`config.mk`:
```
export PLATFORM = sky130hd
export DESIGN_NAME = peripheral_mem2axi4_master
export DESIGN_NICKNAME = d
export VERILOG_FILES = /design/src/rtl/peripheral_mem2axi4_pkg.sv /design/src/rtl/peripheral_mem2axi4_master.sv
export SDC_FILE = /design/constraint.sdc
export NUM_CORES = 1
export LEC_CHECK = 0
export ABC_AREA = 1
export CAP_MARGIN = 20
export CELL_PAD_IN_SITES_DETAIL_PLACEMENT = 1
export CELL_PAD_IN_SITES_GLOBAL_PLACEMENT = 2
export CORE_MARGIN = 2
export CORE_UTILIZATION = 17
export CTS_CLUSTER_DIAMETER = 30
export CTS_CLUSTER_SIZE = 8
export DETAILED_ROUTE_END_ITERATION = 8
export PLACE_DENSITY_LB_ADDON = 0.3
export SKIP_CTS_REPAIR_TIMING = 1
export SKIP_LAST_GASP = 1
export SLEW_MARGIN = 20
export SYNTH_ARGS = -nofsm -noshare
export SYNTH_HDL_FRONTEND = slang
export SYNTH_SLANG_ARGS = --single-unit
```
`constraint.sdc`:
```
create_clock -name clk_i -period 3.4 [get_ports clk_i]
set_input_delay 0.68 -clock clk_i [delete_from_list [all_inputs] [get_ports clk_i]]
set_output_delay 0.68 -clock clk_i [all_outputs]
set_load 0.05 [all_outputs]
```
`src/rtl/peripheral_mem2axi4_pkg.sv`:
```
// Shared types and AXI4 constants for the memory-to-AXI4 master bridge.
package peripheral_mem2axi4_pkg;

    typedef enum logic [2:0] {
        IDLE,
        WADDR_DATA,
        WRESP,
        RADDR,
        RDATA
    } state_t;

    localparam logic [1:0] BURST_INCR    = 2'b01;
    localparam logic [1:0] RESP_OKAY     = 2'b00;
    localparam logic [1:0] RESP_EXOKAY   = 2'b01;
    localparam logic [1:0] RESP_SLVERR   = 2'b10;
    localparam logic [1:0] RESP_DECERR   = 2'b11;
    localparam logic [3:0] CACHE_DEFAULT = 4'b0011;

endpackage

```
`src/rtl/peripheral_mem2axi4_master.sv`:
```
// Bridge from the native memory request interface to a single-beat AXI4 master.
// One transaction outstanding at a time.
// Optional feature: define MEM2AXI4_ERR_EN to report SLVERR/DECERR and missing
// r_last on err_o; otherwise err_o is tied low.
module peripheral_mem2axi4_master
    import peripheral_mem2axi4_pkg::*;
#(
    parameter int unsigned AXI_ID_WIDTH   = 10,
    parameter int unsigned AXI_ADDR_WIDTH = 32,
    parameter int unsigned AXI_DATA_WIDTH = 16,
    parameter int unsigned AXI_STRB_WIDTH = 8,
    parameter int unsigned AXI_USER_WIDTH = 10
) (
    input  logic                        clk_i,
    input  logic                        rst_ni,
    input  logic                        req_i,
    input  logic                        we_i,
    input  logic [AXI_ADDR_WIDTH-1:0]   addr_i,
    input  logic [AXI_DATA_WIDTH/8-1:0] be_i,
    input  logic [AXI_DATA_WIDTH-1:0]   data_i,
    output logic                        gnt_o,
    output logic                        rvalid_o,
    output logic [AXI_DATA_WIDTH-1:0]   rdata_o,
    output logic                        err_o,
    output logic [AXI_ID_WIDTH-1:0]     axi_aw_id_o,
    output logic [AXI_ADDR_WIDTH-1:0]   axi_aw_addr_o,
    output logic [7:0]                  axi_aw_len_o,
    output logic [2:0]                  axi_aw_size_o,
    output logic [1:0]                  axi_aw_burst_o,
    output logic                        axi_aw_lock_o,
    output logic [3:0]                  axi_aw_cache_o,
    output logic [2:0]                  axi_aw_prot_o,
    output logic [3:0]                  axi_aw_qos_o,
    output logic [3:0]                  axi_aw_region_o,
    output logic [AXI_USER_WIDTH-1:0]   axi_aw_user_o,
    output logic                        axi_aw_valid_o,
    input  logic                        axi_aw_ready_i,
    output logic [AXI_DATA_WIDTH-1:0]   axi_w_data_o,
    output logic [AXI_STRB_WIDTH-1:0]   axi_w_strb_o,
    output logic                        axi_w_last_o,
    output logic [AXI_USER_WIDTH-1:0]   axi_w_user_o,
    output logic                        axi_w_valid_o,
    input  logic                        axi_w_ready_i,
    input  logic [AXI_ID_WIDTH-1:0]     axi_b_id_i,
    input  logic [1:0]                  axi_b_resp_i,
    input  logic [AXI_USER_WIDTH-1:0]   axi_b_user_i,
    input  logic                        axi_b_valid_i,
    output logic                        axi_b_ready_o,
    output logic [AXI_ID_WIDTH-1:0]     axi_ar_id_o,
    output logic [AXI_ADDR_WIDTH-1:0]   axi_ar_addr_o,
    output logic [7:0]                  axi_ar_len_o,
    output logic [2:0]                  axi_ar_size_o,
    output logic [1:0]                  axi_ar_burst_o,
    output logic                        axi_ar_lock_o,
    output logic [3:0]                  axi_ar_cache_o,
    output logic [2:0]                  axi_ar_prot_o,
    output logic [3:0]                  axi_ar_qos_o,
    output logic [3:0]                  axi_ar_region_o,
    output logic [AXI_USER_WIDTH-1:0]   axi_ar_user_o,
    output logic                        axi_ar_valid_o,
    input  logic                        axi_ar_ready_i,
    input  logic [AXI_ID_WIDTH-1:0]     axi_r_id_i,
    input  logic [AXI_DATA_WIDTH-1:0]   axi_r_data_i,
    input  logic [1:0]                  axi_r_resp_i,
    input  logic                        axi_r_last_i,
    input  logic [AXI_USER_WIDTH-1:0]   axi_r_user_i,
    input  logic                        axi_r_valid_i,
    output logic                        axi_r_ready_o
);

    localparam int unsigned BE_WIDTH  = AXI_DATA_WIDTH / 8;
    localparam logic [2:0]  AXI_SIZE  = 3'($clog2(BE_WIDTH));

    state_t                      state;
    state_t                      state_next;
    logic [AXI_ADDR_WIDTH-1:0]   addr_q;
    logic [BE_WIDTH-1:0]         be_q;
    logic [AXI_DATA_WIDTH-1:0]   data_q;
    logic                        aw_done;
    logic                        w_done;
    logic                        rvalid_q;
    logic [AXI_DATA_WIDTH-1:0]   rdata_q;
    logic                        attr_live;
    logic                        gnt;
    logic                        aw_valid;
    logic                        w_valid;
    logic                        b_ready;
    logic                        ar_valid;
    logic                        r_ready;

`ifdef MEM2AXI4_ERR_EN
    logic err_q;
    logic err_acc;
    logic beat_err;
    assign beat_err = (axi_r_resp_i != RESP_OKAY) || !axi_r_last_i;
    assign err_o    = err_q;
`else
    assign err_o    = 1'b0;
`endif

    // Next-state and channel handshake controls
    always_comb begin
        state_next = state;
        gnt        = 1'b0;
        aw_valid   = 1'b0;
        w_valid    = 1'b0;
        b_ready    = 1'b0;
        ar_valid   = 1'b0;
        r_ready    = 1'b0;
        case (state)
            IDLE: begin
                gnt = req_i;
                if (req_i) state_next = we_i ? WADDR_DATA : RADDR;
            end
            WADDR_DATA: begin
                aw_valid = !aw_done;
                w_valid  = !w_done;
                if ((aw_done || axi_aw_ready_i) && (w_done || axi_w_ready_i))
                    state_next = WRESP;
            end
            WRESP: begin
                b_ready = 1'b1;
                if (axi_b_valid_i) state_next = IDLE;
            end
            RADDR: begin
                ar_valid = 1'b1;
                if (axi_ar_ready_i) state_next = RDATA;
            end
            RDATA: begin
                r_ready = 1'b1;
                if (axi_r_valid_i && axi_r_last_i) state_next = IDLE;
            end
            default: state_next = IDLE;
        endcase
    end

    // State, request register, per-channel done flags and completion pulse
    always_ff @(posedge clk_i or negedge rst_ni) begin
        if (!rst_ni) begin
            state     <= IDLE;
            addr_q    <= '0;
            be_q      <= '0;
            data_q    <= '0;
            aw_done   <= 1'b0;
            w_done    <= 1'b0;
            rvalid_q  <= 1'b0;
            rdata_q   <= '0;
            attr_live <= 1'b0;
`ifdef MEM2AXI4_ERR_EN
            err_q     <= 1'b0;
            err_acc   <= 1'b0;
`endif
        end else begin
            state     <= state_next;
            attr_live <= 1'b1;
            rvalid_q  <= 1'b0;
            rdata_q   <= '0;
`ifdef MEM2AXI4_ERR_EN
            err_q     <= 1'b0;
`endif
            if (state == IDLE && req_i) begin
                addr_q  <= addr_i;
                be_q    <= be_i;
                data_q  <= data_i;
                aw_done <= 1'b0;
                w_done  <= 1'b0;
`ifdef MEM2AXI4_ERR_EN
                err_acc <= 1'b0;
`endif
            end
            if (aw_valid && axi_aw_ready_i) aw_done <= 1'b1;
            if (w_valid && axi_w_ready_i)   w_done  <= 1'b1;
            if (b_ready && axi_b_valid_i) begin
                rvalid_q <= 1'b1;
`ifdef MEM2AXI4_ERR_EN
                err_q    <= (axi_b_resp_i != RESP_OKAY);
`endif
            end
            if (r_ready && axi_r_valid_i) begin
`ifdef MEM2AXI4_ERR_EN
                err_acc <= err_acc | beat_err;
`endif
                if (axi_r_last_i) begin
                    rvalid_q <= 1'b1;
                    rdata_q  <= axi_r_data_i;
`ifdef MEM2AXI4_ERR_EN
                    err_q    <= err_acc | beat_err;
`endif
                end
            end
        end
    end

    assign gnt_o    = gnt & rst_ni;
    assign rvalid_o = rvalid_q;
    assign rdata_o  = rdata_q;

    // Fixed attributes are gated by attr_live so every output reads 0 in reset
    assign axi_aw_id_o     = '0;
    assign axi_aw_addr_o   = addr_q;
    assign axi_aw_len_o    = '0;
    assign axi_aw_size_o   = attr_live ? AXI_SIZE : 3'd0;
    assign axi_aw_burst_o  = attr_live ? BURST_INCR : 2'd0;
    assign axi_aw_lock_o   = 1'b0;
    assign axi_aw_cache_o  = attr_live ? CACHE_DEFAULT : 4'd0;
    assign axi_aw_prot_o   = '0;
    assign axi_aw_qos_o    = '0;
    assign axi_aw_region_o = '0;
    assign axi_aw_user_o   = '0;
    assign axi_aw_valid_o  = aw_valid;

    assign axi_w_data_o    = data_q;
    assign axi_w_strb_o    = AXI_STRB_WIDTH'(be_q);
    assign axi_w_last_o    = attr_live;
    assign axi_w_user_o    = '0;
    assign axi_w_valid_o   = w_valid;

    assign axi_b_ready_o   = b_ready;

    assign axi_ar_id_o     = '0;
    assign axi_ar_addr_o   = addr_q;
    assign axi_ar_len_o    = '0;
    assign axi_ar_size_o   = attr_live ? AXI_SIZE : 3'd0;
    assign axi_ar_burst_o  = attr_live ? BURST_INCR : 2'd0;
    assign axi_ar_lock_o   = 1'b0;
    assign axi_ar_cache_o  = attr_live ? CACHE_DEFAULT : 4'd0;
    assign axi_ar_prot_o   = '0;
    assign axi_ar_qos_o    = '0;
    assign axi_ar_region_o = '0;
    assign axi_ar_user_o   = '0;
    assign axi_ar_valid_o  = ar_valid;

    assign axi_r_ready_o   = r_ready;

    // Response sideband fields carry nothing this block needs
    logic unused_inputs;
`ifdef MEM2AXI4_ERR_EN
    assign unused_inputs = ^{axi_b_id_i, axi_b_user_i, axi_r_id_i, axi_r_user_i};
`else
    assign unused_inputs = ^{axi_b_id_i, axi_b_user_i, axi_r_id_i, axi_r_user_i,
                             axi_b_resp_i, axi_r_resp_i};
`endif

endmodule

```
# Yosys cells after proc, flatten, opt, wreduce, memory -nomap -nowiden
# Cells that the tools add are included.
word_totals:
  output_inout_bits: 221
  register_bits: 73
  elab_cells: 58
  inputBits: 120
op_classes:
  bitwise: 1
  n_eq_ne: 9
  muxes: 24
  reduce_logical: 15
op_table:
  columns: ["op", "n"]
  rows:
  - ["16-bit 2-to-1 mux", 2]
  - ["3-bit 2-to-1 mux", 5]
  - ["3-bit case mux with 5 select lines", 1]
  - ["1-bit 2-to-1 mux", 14]
  - ["2-bit != test, second input constant", 5]
  - ["1-bit logical AND", 7]
  - ["3-bit by 2-bit equality test with 1-bit output, second input constant", 2]
  - ["5-bit AND reduction", 1]
  - ["2-bit 2-to-1 mux", 2]
  - ["2-bit nonzero test", 2]
  - ["3-bit by 1-bit equality test with 1-bit output, second input constant", 1]
  - ["3-bit equality test, second input constant", 1]
  - ["3-bit zero test", 1]
  - ["1-bit zero test", 2]
  - ["1-bit logical OR", 2]
  - ["1-bit AND", 1]

# Depth between registers and ports, before layout
# Gate-level depths: netlist of the first run.
depth:
  ltp_word: 6
  ltp_mapped: 8
  mapped_depth_nobuf: 8

# Least setup slack after synthesis of the first run
# Ideal clock, no wire load.
synth_timing:
  path_kind: "in2out"
  startpoint: "input req_i"
  endpoint: "output gnt_o"
  t_arrival_ns: 1.891
  n_path_buf: 1
  path_slack_ns: 0.829
  cell_stages: 5
  required_time_ns: 2.720
  path_cell_list: "inv_1 nor3_4 inv_2 buf_2 nor2_1"
synth_between:
  elab_chain_len: 2
synth_lines:
  columns: ["item", "line", "source"]
  rows:
  - ["start: declaration", "peripheral_mem2axi4_master.sv:16", "input logic req_i,"]
  - ["1-bit 2-to-1 mux", "peripheral_mem2axi4_master.sv:110", "case (state)"]
  - ["1-bit AND", "peripheral_mem2axi4_master.sv:194", "assign gnt_o = gnt & rst_ni;"]
  - ["end: declaration", "peripheral_mem2axi4_master.sv:21", "output logic gnt_o,"]
# Every way passes these cells.

# Final worst setup path of the first run
layout_timing:
  startpoint: "register state[1]"
  endpoint: "output axi_w_valid_o"
layout_between:
  elab_chain_len: 2
layout_lines:
  columns: ["item", "line", "source"]
  rows:
  - ["start: declaration", "peripheral_mem2axi4_master.sv:74", "state_t state;"]
  - ["start signal: assignment", "peripheral_mem2axi4_master.sv:154", "state <= state_next;"]
  - ["3-bit by 1-bit equality test with 1-bit output", "peripheral_mem2axi4_master.sv:110", null]
  - ["1-bit 2-to-1 mux", "peripheral_mem2axi4_master.sv:110", null]
  - ["end: declaration", "peripheral_mem2axi4_master.sv:42", "output logic axi_w_valid_o,"]
# Every way passes these cells.

==> summary.txt, run 1 <==
Timing
  – Fmax: 353.2 MHz
  – Final hold viol count: 0
  – Setup-failing EPs final: 0
  – Tmin final: 2.831 ns
  – Setup TNS Final: 0 ns
  – Final setup skew: 0.009615 ns
  – Tcrit/Tclk final: 0.8328
  – RSZ-0062 raised after global routing: no
  – Worst slew pin tran: 0.7320 ns
  – Final Slew Violations: 0
  – Normalized max-slew margin: 0.5120

Floorplan
  – Core area: 0.02264 mm2
  – Die X: 155.7 um
  – Die Span Y: 155.7 um
  – IO Pins: 341
  – DIE AREA: 0.02423 mm2
  – Row cnt: 55
  – Starting Density: 0.1727

Pwr
  – Worst vdd ir: 0.0004059 V
  – Power per cell area: 1104 mW/mm2
  – Leakage: 2.874 nW

Global routing
  – Global-route wire length before repair: 17,360 um
  – Met1 Usage GRT: 0.1143
  – Vias in the first global route: 3,161
  – Most Used Layer, Global Route: met2
  – Initial antenna violation count: 1
  – Met2 GRT Util: 0.1523
  – Grt total ovfl: 0
  – GRT met3 Usage: 0.03000
  – Total track usage: 0.09360
  – Largest net degree at the start of global routing: 74

Outcome
  – Outcome: completed

Yosys
  – Mean Syn Cell Area: 8.373 um2
  – Post-synthesis register bit count: 73
  – Synthesized area: 0.003910 mm2
  – Cell variety after synth: 16
  – Register area share after synthesis: 0.4672
  – Synthesis Warnings: 0
  – Cells after Synth: 467

Critical path
  – Setup CP Type: register to output port
  – CP required: 2.72 ns
  – CP Max Fanout: 6
  – CP Capture Type: output port
  – Critical Path AT: 2.15 ns
  – CP Launch Type: register

Layout
  – N_diodes: 0
  – Synth-to-Final Area Change: 47.04%
  – Final #Nets: 738
  – Share of cells above drive strength 1: 0.04019
  – Fillers: 2,698
  – Fin util: 0.2539

Clock network
  – H-tree Lvls: 3
  – Clock sink total: 73
  – Worst-skew pair later-pin latency: 0.34 ns
  – CTS Buf Count: 9
  – TritonCTS clock tree: done
  – CTS Buffer Depth: 2
  – Root Driver: clkbuf_16
  – CTS clock-pin slew for the worst setup and hold paths: 0.06 ns

Drt
  – Antenna viol nets, final: 0
  – Vias per cell: 3.412
  – Vias: 3,095
  – Routed WL per cell: 12.71 um
  – Final WL: 11,530 um
  – DRT iter0 DRCs: 83
  – DRC violations left: 0
  – 1st-pass router iterations: 4

Min path
  – Hold WC Path Type: input port to async pin

Flow run
  – Max cap viols: 0

Placement
  – Final Wtd Congestion: 0.6711
  – IO buf count: 189
  – Detailed-placement wirelength estimate: 8534 um
[critical path, cell delays in order, from the launching register on]
cell             delay, ns
dfrtp_1               0.46
inv_2                 0.09
nand2_1               0.05
nor2_1                0.13
inv_1                 0.09
nor2_1                0.17
clkdlybuf4s50_1       0.84
[final cells by class]
| cell class | count | area, um2 | share of cell area |
|---|---|---|---|
| Timing Repair Buffer | 192 | 1926 | 0.3349 |
| Clock buffer | 9 | 225.2 | 0.03917 |
| Multi-Input combinational cell | 312 | 1210 | 0.2104 |
| Inverter | 30 | 112.6 | 0.01959 |
| Clock inverter | 6 | 92.59 | 0.01610 |
| Tap cell | 285 | 356.6 | 0.06202 |
| Sequential cell | 73 | 1827 | 0.3177 |
[power by group]
| part | total, mW | internal (mW) | switching (mW) |
|---|---|---|---|
| clock network | 1.04 | 0.643 | 0.396 |
| logic | 3.86 | 1.10 | 2.76 |
| registers | 1.45 | 1.19 | 0.258 |
[placed cells by master, fill, tap and decap left out, drive strengths merged]
cell type	count
nor2	23
bufinv	2
clkbuf	9
nand3	5
clkinv	1
nor3	2
buf	5
and2	1
clkdlybuf4s50	187
o21bai	1
clkinvlp	2
inv	31
conb	108
a21oi	1
nand2	167
nand4	1
dfrtp	73
o21ai	3
[synth_stat cells]
| cell type | count | share of area |
|---|---|---|
| and2_1 | 1 | 0.0016 |
| nand4_1 | 1 | 0.0016 |
| nor2_1 | 23 | 0.022 |
| o21bai_1 | 1 | 0.0019 |
| o21ai_0 | 3 | 0.0038 |
| a21oi_1 | 1 | 0.0013 |
| nand2_1 | 167 | 0.16 |
| buf_4 | 147 | 0.28 |
| conb_1 | 2 | 0.0019 |
| buf_2 | 11 | 0.014 |
| dfrtp_1 | 73 | 0.47 |
| inv_1 | 27 | 0.026 |
| nor3_2 | 1 | 0.0026 |
| nor3_4 | 1 | 0.0042 |
| inv_2 | 3 | 0.0029 |
| nand3_1 | 5 | 0.0064 |
[sequential cells by signal, summed over array words and instances, names as in the netlist]
register / flops
axi_w_data_o: 16
rvalid_o: 1
axi_ar_addr_o: 32
w_done: 1
rdata_o: 16
aw_done: 1
axi_w_last_o: 1
state: 3
be_q: 2
[through the flow]
step / instance area [um2] / setup WS [ns] / total power, mW / std cells / hold slack [ns]
3_5_place_dp: 5428 / 0.9138 / 5.375 / 892 / 0.4598
4_1_cts: 5746 / 0.5282 / 6.462 / 907 / 0.4773
3_3_place_gp: 5428 / 0.9258 / 5.328 / 892 / 0.4540
5_1_grt: 5749 / 0.4219 / 6.707 / 907 / 0.5024
6_report: 5749 / 0.5686 / 6.348 / 907 / 0.4702
2_1_floorplan: 4308 / 0.8289 / 4.358 / 573 / 0.3844
[routing by layer]
| layer | part of all wire | up-vias |
|---|---|---|
| li1 | - | 1431 |
| met1 | 0.43 | 1453 |
| met2 | 0.47 | 196 |
| met3 | 0.083 | 13 |
| met4 | 0.015 | 2 |
| met5 | 0.0015 | - |
[cells by family after synthesis]
| group | share of synthesized area |
|---|---|
| AOI/OAI and AO/OA | 0.007038 |
| DFF | 0.4672 |
| and+or+nand+nor | 0.1987 |
| buffers and inverters | 0.3251 |
| other | 0.001921 |
[path summary, 6_finish.rpt]
check,slack (ns),cells after the start,start,endpoint
setup / recovery,0.57,6,state[1],axi_w_valid_o
hold / removal,0.47,2,rst_ni,rvalid_o
setup reg to reg,1.64,6,state[2],be_q[1]
hold reg to reg,0.47,2,axi_w_data_o[1],axi_w_data_o[1]
max in group asynchronous,2.40,2,rst_ni,rdata_o[12]
min in group clk_i,0.47,2,axi_w_data_o[1],axi_w_data_o[1]
Power figures use the tool's default switching activity.
==> run 2, diff against run 1 <==
--- a/config.mk
+++ b/config.mk
@@ -10,7 +10,7 @@
 export CELL_PAD_IN_SITES_DETAIL_PLACEMENT = 1
 export CELL_PAD_IN_SITES_GLOBAL_PLACEMENT = 2
 export CORE_MARGIN = 2
-export CORE_UTILIZATION = 17
+export CORE_UTILIZATION = 16
 export CTS_CLUSTER_DIAMETER = 30
 export CTS_CLUSTER_SIZE = 8
 export DETAILED_ROUTE_END_ITERATION = 8
==> constraint.sdc (replaced) <==
create_clock -name clk_i -period 2.96 [get_ports clk_i]
set_input_delay 0.592 -clock clk_i [delete_from_list [all_inputs] [get_ports clk_i]]
set_output_delay 0.592 -clock clk_i [all_outputs]
set_load 0.05 [all_outputs]
==> run 2 against run 1 <==
Sequential share of layout area is essentially flat. Sequential power grew 14%. Via count decreased by 0.29%. Power grew 12%. Count of clock-buffer cells in the layout increased by 1. Worst hold slack worse by 0.16 ns. Combinational power rose by 15%. Register-to-register slack lost 0.47 ns. First-iteration DRC count up 46%. Clock power hardly changed.
==> summary.txt, run 2 (same netlist as run 1, synthesis figures left out) <==
Drt
  – DRC violations left: 0 (unchanged)
  – Final WL: 12,020 um (+4.2%)
  – Antenna viol nets, final: 0 (unchanged)
  – Vias: 3,086 (-0.29%)
  – Vias per cell: 3.255 (-4.6%)
  – Routed WL per cell: 12.68 um (-0.28%)
  – DRT iter0 DRCs: 121 (+46%)
  – 1st-pass router iterations: 4 (unchanged)

Timing
  – Final setup margin: 0.2663 ns (-0.3023 ns)
  – Final setup skew: 0.005883 ns (-0.003732 ns)
  – Normalized max-slew margin: 0.5137 (+0.001682)
  – Final Slew Violations: 0 (unchanged)
  – Setup TNS Final: 0 ns (unchanged)
  – Final hold viol count: 0 (unchanged)
  – RSZ-0062 raised after global routing: no
  – Tcrit/Tclk final: 0.9100
  – Tmin final: 2.694 ns
  – Fmax: 371.2 MHz
  – Worst slew pin tran: 0.7274 ns (-0.004562 ns)
  – Setup-failing EPs final: 0 (unchanged)

Clock network
  – Worst-skew pair later-pin latency: 0.33 ns (about the same)
  – Clock sink total: 73 (unchanged)
  – Root Driver: clkbuf_16
  – CTS Buffer Depth: 2 (unchanged)
  – CTS clock-pin slew for the worst setup and hold paths: 0.06 ns (about the same)
  – H-tree Lvls: 3 (unchanged)
  – TritonCTS clock tree: done
  – CTS Buf Count: 9 (unchanged)

Critical path
  – CP required: 2.37 ns (-0.35 ns)
  – Largest stage delay, worst path: 0.83 ns (about the same)
  – CP Cell Sequence: inv_2 > nand2_1 > nor2_1 > inv_1 > nor2_1 > clkdlybuf4s50_1
  – Setup CP Type: register to output port
  – Critical Path AT: 2.10 ns (-0.05 ns)
  – CP top delay family: buffers and inverters
  – CP Max Fanout: 6 (unchanged)
  – CP Launch Type: register
  – Worst Path Buf+Inv: 3 (unchanged)
  – CP Capture Type: output port
  – Worst path slowest cell: clkdlybuf4s50_1
  – Most used cell, CP: nor2_1

Layout
  – Post-Layout Cell Count: 948 (+4.5%)
  – Share of cells above drive strength 1: 0.04167 (+0.001474)
  – Commonest non-fill, non-tap cells in the layout: 187 x clkdlybuf4s50_1, 167 x nand2_1, 108 x conb_1, 73 x dfrtp_1, 27 x inv_1
  – N_diodes: 0 (unchanged)
  – Most common cell after layout, fill and taps aside: clkdlybuf4s50_1
  – Max reg flops: 32 (unchanged)
  – Final #Nets: 739 (+0.14%)
  – Synth-to-Final Area Change: 47.20%
  – Fillers: 2,868 (+6.3%)
  – Cell area after layout: 0.005756 mm2 (+0.11%)

Placement
  – Placed cells: 932 (+4.5%)
  – Pre-CTS setup slack: 0.5712 ns (-0.3426 ns)
  – DP Area: 0.005484 mm2 (+1.0%)
  – Final Wtd Congestion: 0.7064 (+5.3%)
  – Detailed-placement wirelength estimate: 8967 um (+5.1%)
  – IO buf count: 189 (unchanged)

Floorplan
  – Row cnt: 57 (+3.6%)
  – IO Pins: 341 (unchanged)
  – Starting Density: 0.1617 (-0.01098)
  – Core area: 0.02418 mm2 (+6.8%)
  – DIE AREA: 0.02570 mm2 (+6.1%)
  – Die X: 160.3 um (+3.0%)
  – Die Span Y: 160.3 um (+3.0%)

Global routing
  – Initial antenna violation count: 0 (-1)
  – Global-route wire length before repair: 18,100 um (+4.3%)
  – Total track usage: 0.09242 (-0.001181)
  – Vias in the first global route: 3,075 (-2.7%)
  – Grt total ovfl: 0 (unchanged)
  – Met1 Usage GRT: 0.1097 (-0.004557)
  – Met2 GRT Util: 0.1560 (+0.003702)
  – GRT met3 Usage: 0.03357 (+0.003574)
  – Largest net degree at the start of global routing: 53 (-28%)
  – Most Used Layer, Global Route: met2

Pwr
  – Reg power frac: 0.233 (+0.004)
  – Total power: 7.129 mW (+12%)
  – Switching portion of total power: 0.5506 (+0.01299)
  – Leakage: 2.859 nW (-0.55%)
  – Clock Power Share: 0.143 (-0.021)
  – P_sw: 3.925 mW (+15%)
  – Worst vdd ir: 0.0004990 V (+23%)
  – Power per cell area: 1239 mW/mm2 (+12%)
  – Int Pwr: 3.204 mW (+9.1%)
  – Logic pwr share: 0.625 (+0.017)

Outcome
  – Outcome: completed

Min path
  – Hold WC Path Type: input port to async pin

Flow run
  – Max cap viols: 0 (unchanged)
[run 2: area by class of cell]
cell class	count	area, um2	area share
clock buffers	10	229.0	0.03978
clock inverters	6	42.54	0.007391
inverters	30	112.6	0.01957
multi-input cells	312	1210	0.2102
flip-flops and latches	73	1827	0.3174
well taps	324	405.4	0.07043
repair buffers	193	1929	0.3352
[run 2: power by group through the flow]
stage / logic [mW] / clock network (mW) / registers, mW
floorplan: 2.21 / 0 / 2.79
global placement: 4.49 / 0 / 1.67
detailed placement: 4.52 / 0 / 1.69
CTS: 4.52 / 1.09 / 1.67
global route: 4.69 / 1.13 / 1.73
finish: 4.45 / 1.02 / 1.66
[run 2: worst paths after layout]
path / from / endpoint / slack [ns] / depth (start not counted)
min in group clk_i: be_q[0] / be_q[0] / 0.47 / 2
setup / recovery: state[1] / axi_w_valid_o / 0.27 / 6
max in group asynchronous: rst_ni / axi_ar_addr_o[17] / 1.67 / 3
hold / removal: rst_ni / axi_w_data_o[3] / 0.31 / 2
hold reg to reg: be_q[0] / be_q[0] / 0.47 / 2
setup reg to reg: state[2] / axi_ar_addr_o[11] / 1.17 / 6
[run 2: per-layer routing]
metal,wire length (um),part of all wire
met1,5060,0.42
met2,5697,0.47
met3,1069,0.089
met4,189,0.016
met5,0,0
[run 2: through the flow]
step	util	hold slack [ns]
detailed placement	0.2268	0.4611
CTS	0.2381	0.3204
finish	0.2381	0.3094
global route	0.2381	0.3407
global placement	0.2268	0.4553
floorplan	-	0.2964
==> run 3, diff against run 2 <==
--- a/config.mk
+++ b/config.mk
@@ -14,6 +14,7 @@
 export CTS_CLUSTER_DIAMETER = 30
 export CTS_CLUSTER_SIZE = 8
 export DETAILED_ROUTE_END_ITERATION = 8
+export MAX_ROUTING_LAYER = met4
 export PLACE_DENSITY_LB_ADDON = 0.3
 export SKIP_CTS_REPAIR_TIMING = 1
 export SKIP_LAST_GASP = 1
==> run 3 against run 2 <==
Critical path depth is the same. Global-route usage grew 0.27 points. Via count shrank 0.16%. Sequential cell count is the same. Non-clock buffer count is the same. Critical path type unchanged. Largest cell class unchanged. Largest power group unchanged.
==> summary.txt, run 3 (same netlist as run 1, synthesis figures left out) <==
Outcome
  – Outcome: completed

Timing
  – RSZ-0062 raised after global routing: no
  – Final Slew Violations: 0 (unchanged)
  – Tmin final: 2.686 ns (-0.007217 ns)
  – Setup-failing EPs final: 0 (unchanged)
  – Setup TNS Final: 0 ns (unchanged)
  – Tcrit/Tclk final: 0.9076 (-0.002438)
  – Final setup margin: 0.2736 ns (+0.007217 ns)
  – Final setup skew: 0.005541 ns (-0.0003419 ns)
  – Fmax: 372.2 MHz (+0.27%)
  – Worst slew pin tran: 0.7333 ns (+0.005856 ns)
  – Normalized max-slew margin: 0.5098 (-0.003915)
  – Final hold viol count: 0 (unchanged)

Critical path
  – Reg2Reg Launch Point: state[2]
  – CP Max Fanout: 6 (unchanged)
  – R2R setup slack: 1.17 ns (about the same)
  – CP Launch Type: register
  – FF-to-FF End: axi_ar_addr_o[11]
  – Setup CP Type: register to output port
  – R2R depth: 6 (unchanged)
  – CP Capture Type: output port
  – Critical Path AT: 2.09 ns (about the same)
  – CP required: 2.37 ns (about the same)

Clock network
  – CTS clock-pin slew for the worst setup and hold paths: 0.06 ns (about the same)
  – Root Driver: clkbuf_16
  – TritonCTS clock tree: done
  – CTS Buf Count: 9 (unchanged)
  – Clock sink total: 73 (unchanged)
  – H-tree Lvls: 3 (unchanged)
  – CTS Buffer Depth: 2 (unchanged)
  – Worst-skew pair later-pin latency: 0.34 ns (about the same)

Layout
  – Synth-to-Final Area Change: 47.20% (unchanged)
  – Most common cell after layout, fill and taps aside: clkdlybuf4s50_1
  – Commonest non-fill, non-tap cells in the layout: 187 x clkdlybuf4s50_1, 167 x nand2_1, 108 x conb_1, 73 x dfrtp_1, 27 x inv_1
  – Max reg flops: 32 (unchanged)
  – Share of cells above drive strength 1: 0.04167 (unchanged)
  – Final #Nets: 739 (unchanged)
  – N_diodes: 0 (unchanged)

Floorplan
  – Starting Density: 0.1617 (unchanged)
  – Core area: 0.02418 mm2 (unchanged)
  – DIE AREA: 0.02570 mm2 (unchanged)
  – Row cnt: 57 (unchanged)
  – Die Span Y: 160.3 um (unchanged)
  – Die X: 160.3 um (unchanged)
  – IO Pins: 341 (unchanged)

Placement
  – Detailed-placement wirelength estimate: 8967 um (unchanged)
  – IO buf count: 189 (unchanged)
  – Final Wtd Congestion: 0.7143 (+1.1%)
  – Pre-CTS setup slack: 0.5712 ns (unchanged)

Drt
  – DRC violations left: 0 (unchanged)
  – Final WL: 12,000 um (-0.11%)
  – Routed WL per cell: 12.66 um (-0.11%)
  – DRT iter0 DRCs: 126 (+4.1%)
  – Vias: 3,081 (-0.16%)
  – 1st-pass router iterations: 4 (unchanged)
  – Antenna viol nets, final: 0 (unchanged)
  – Vias per cell: 3.250 (-0.16%)

Global routing
  – Global-route wire length before repair: 18,040 um (-0.34%)
  – Largest net degree at the start of global routing: 53 (unchanged)
  – Total track usage: 0.09507 (+0.002654)
  – Initial antenna violation count: 0 (unchanged)
  – Grt total ovfl: 0 (unchanged)
  – Vias in the first global route: 3,086 (+0.36%)

Pwr
  – Leakage: 2.859 nW (unchanged)
  – Worst vdd ir: 0.0004989 V (about the same)
  – Power per cell area: 1239 mW/mm2 (about the same)

Flow run
  – Max cap viols: 0 (unchanged)

Min path
  – Hold WC Path Type: input port to async pin
## run 3: area by class of cell
cell class / instances / area (um2)
Clock buffer: 10 / 229.0
Clock inverter: 6 / 42.54
Fill cell: 2868 / 18420
Inverter: 30 / 112.6
Multi-Input combinational cell: 312 / 1210
Sequential cell: 73 / 1827
Tap cell: 324 / 405.4
Timing Repair Buffer: 193 / 1929
## run 3: worst max path at each step
stage / depth (start not counted) / slack, ns / end / startpoint
after floorplan: 5 / 0.56 / gnt_o / req_i
after CTS: 5 / 0.21 / axi_w_valid_o / state[0]
final: 6 / 0.27 / axi_w_valid_o / state[1]
after global routing: 5 / 0.12 / axi_w_valid_o / state[0]
after detailed placement: 6 / 0.57 / axi_ar_addr_o[11] / req_i
after global placement: 6 / 0.59 / gnt_o / req_i
## run 3: stage by stage
step	total power, mW	cell area, um2	util	instances	hold slack, ns
finish	7.130	5756	0.2381	948	0.3045
global route	7.545	5756	0.2381	948	0.3409
CTS	7.282	5756	0.2381	948	0.3204
detailed placement	6.208	5484	0.2268	932	0.4611
global placement	6.157	5484	0.2268	932	0.4553
floorplan	5.006	4308	-	573	0.2964
## run 3: layer usage
metal	up-vias	global-route usage	routed length (um)
met4	0	0.02907	189
met2	193	0.1556	5692
met3	11	0.03048	1003
met5	-	-	0
li1	1436	-	-
met1	1441	0.1117	5117
## run 3: where the power goes
group	internal, mW	switching, mW	total, mW
sequential	1.37	0.287	1.66
clock	0.569	0.449	1.02
combinational	1.26	3.19	4.45
## run 3: worst max-delay path: stages, from the launching register on
cell and delay [ns]:
dfrtp_1 0.46, inv_2 0.08, nand2_1 0.05, nor2_1 0.13, inv_1 0.08, nor2_1 0.14
clkdlybuf4s50_1 0.82
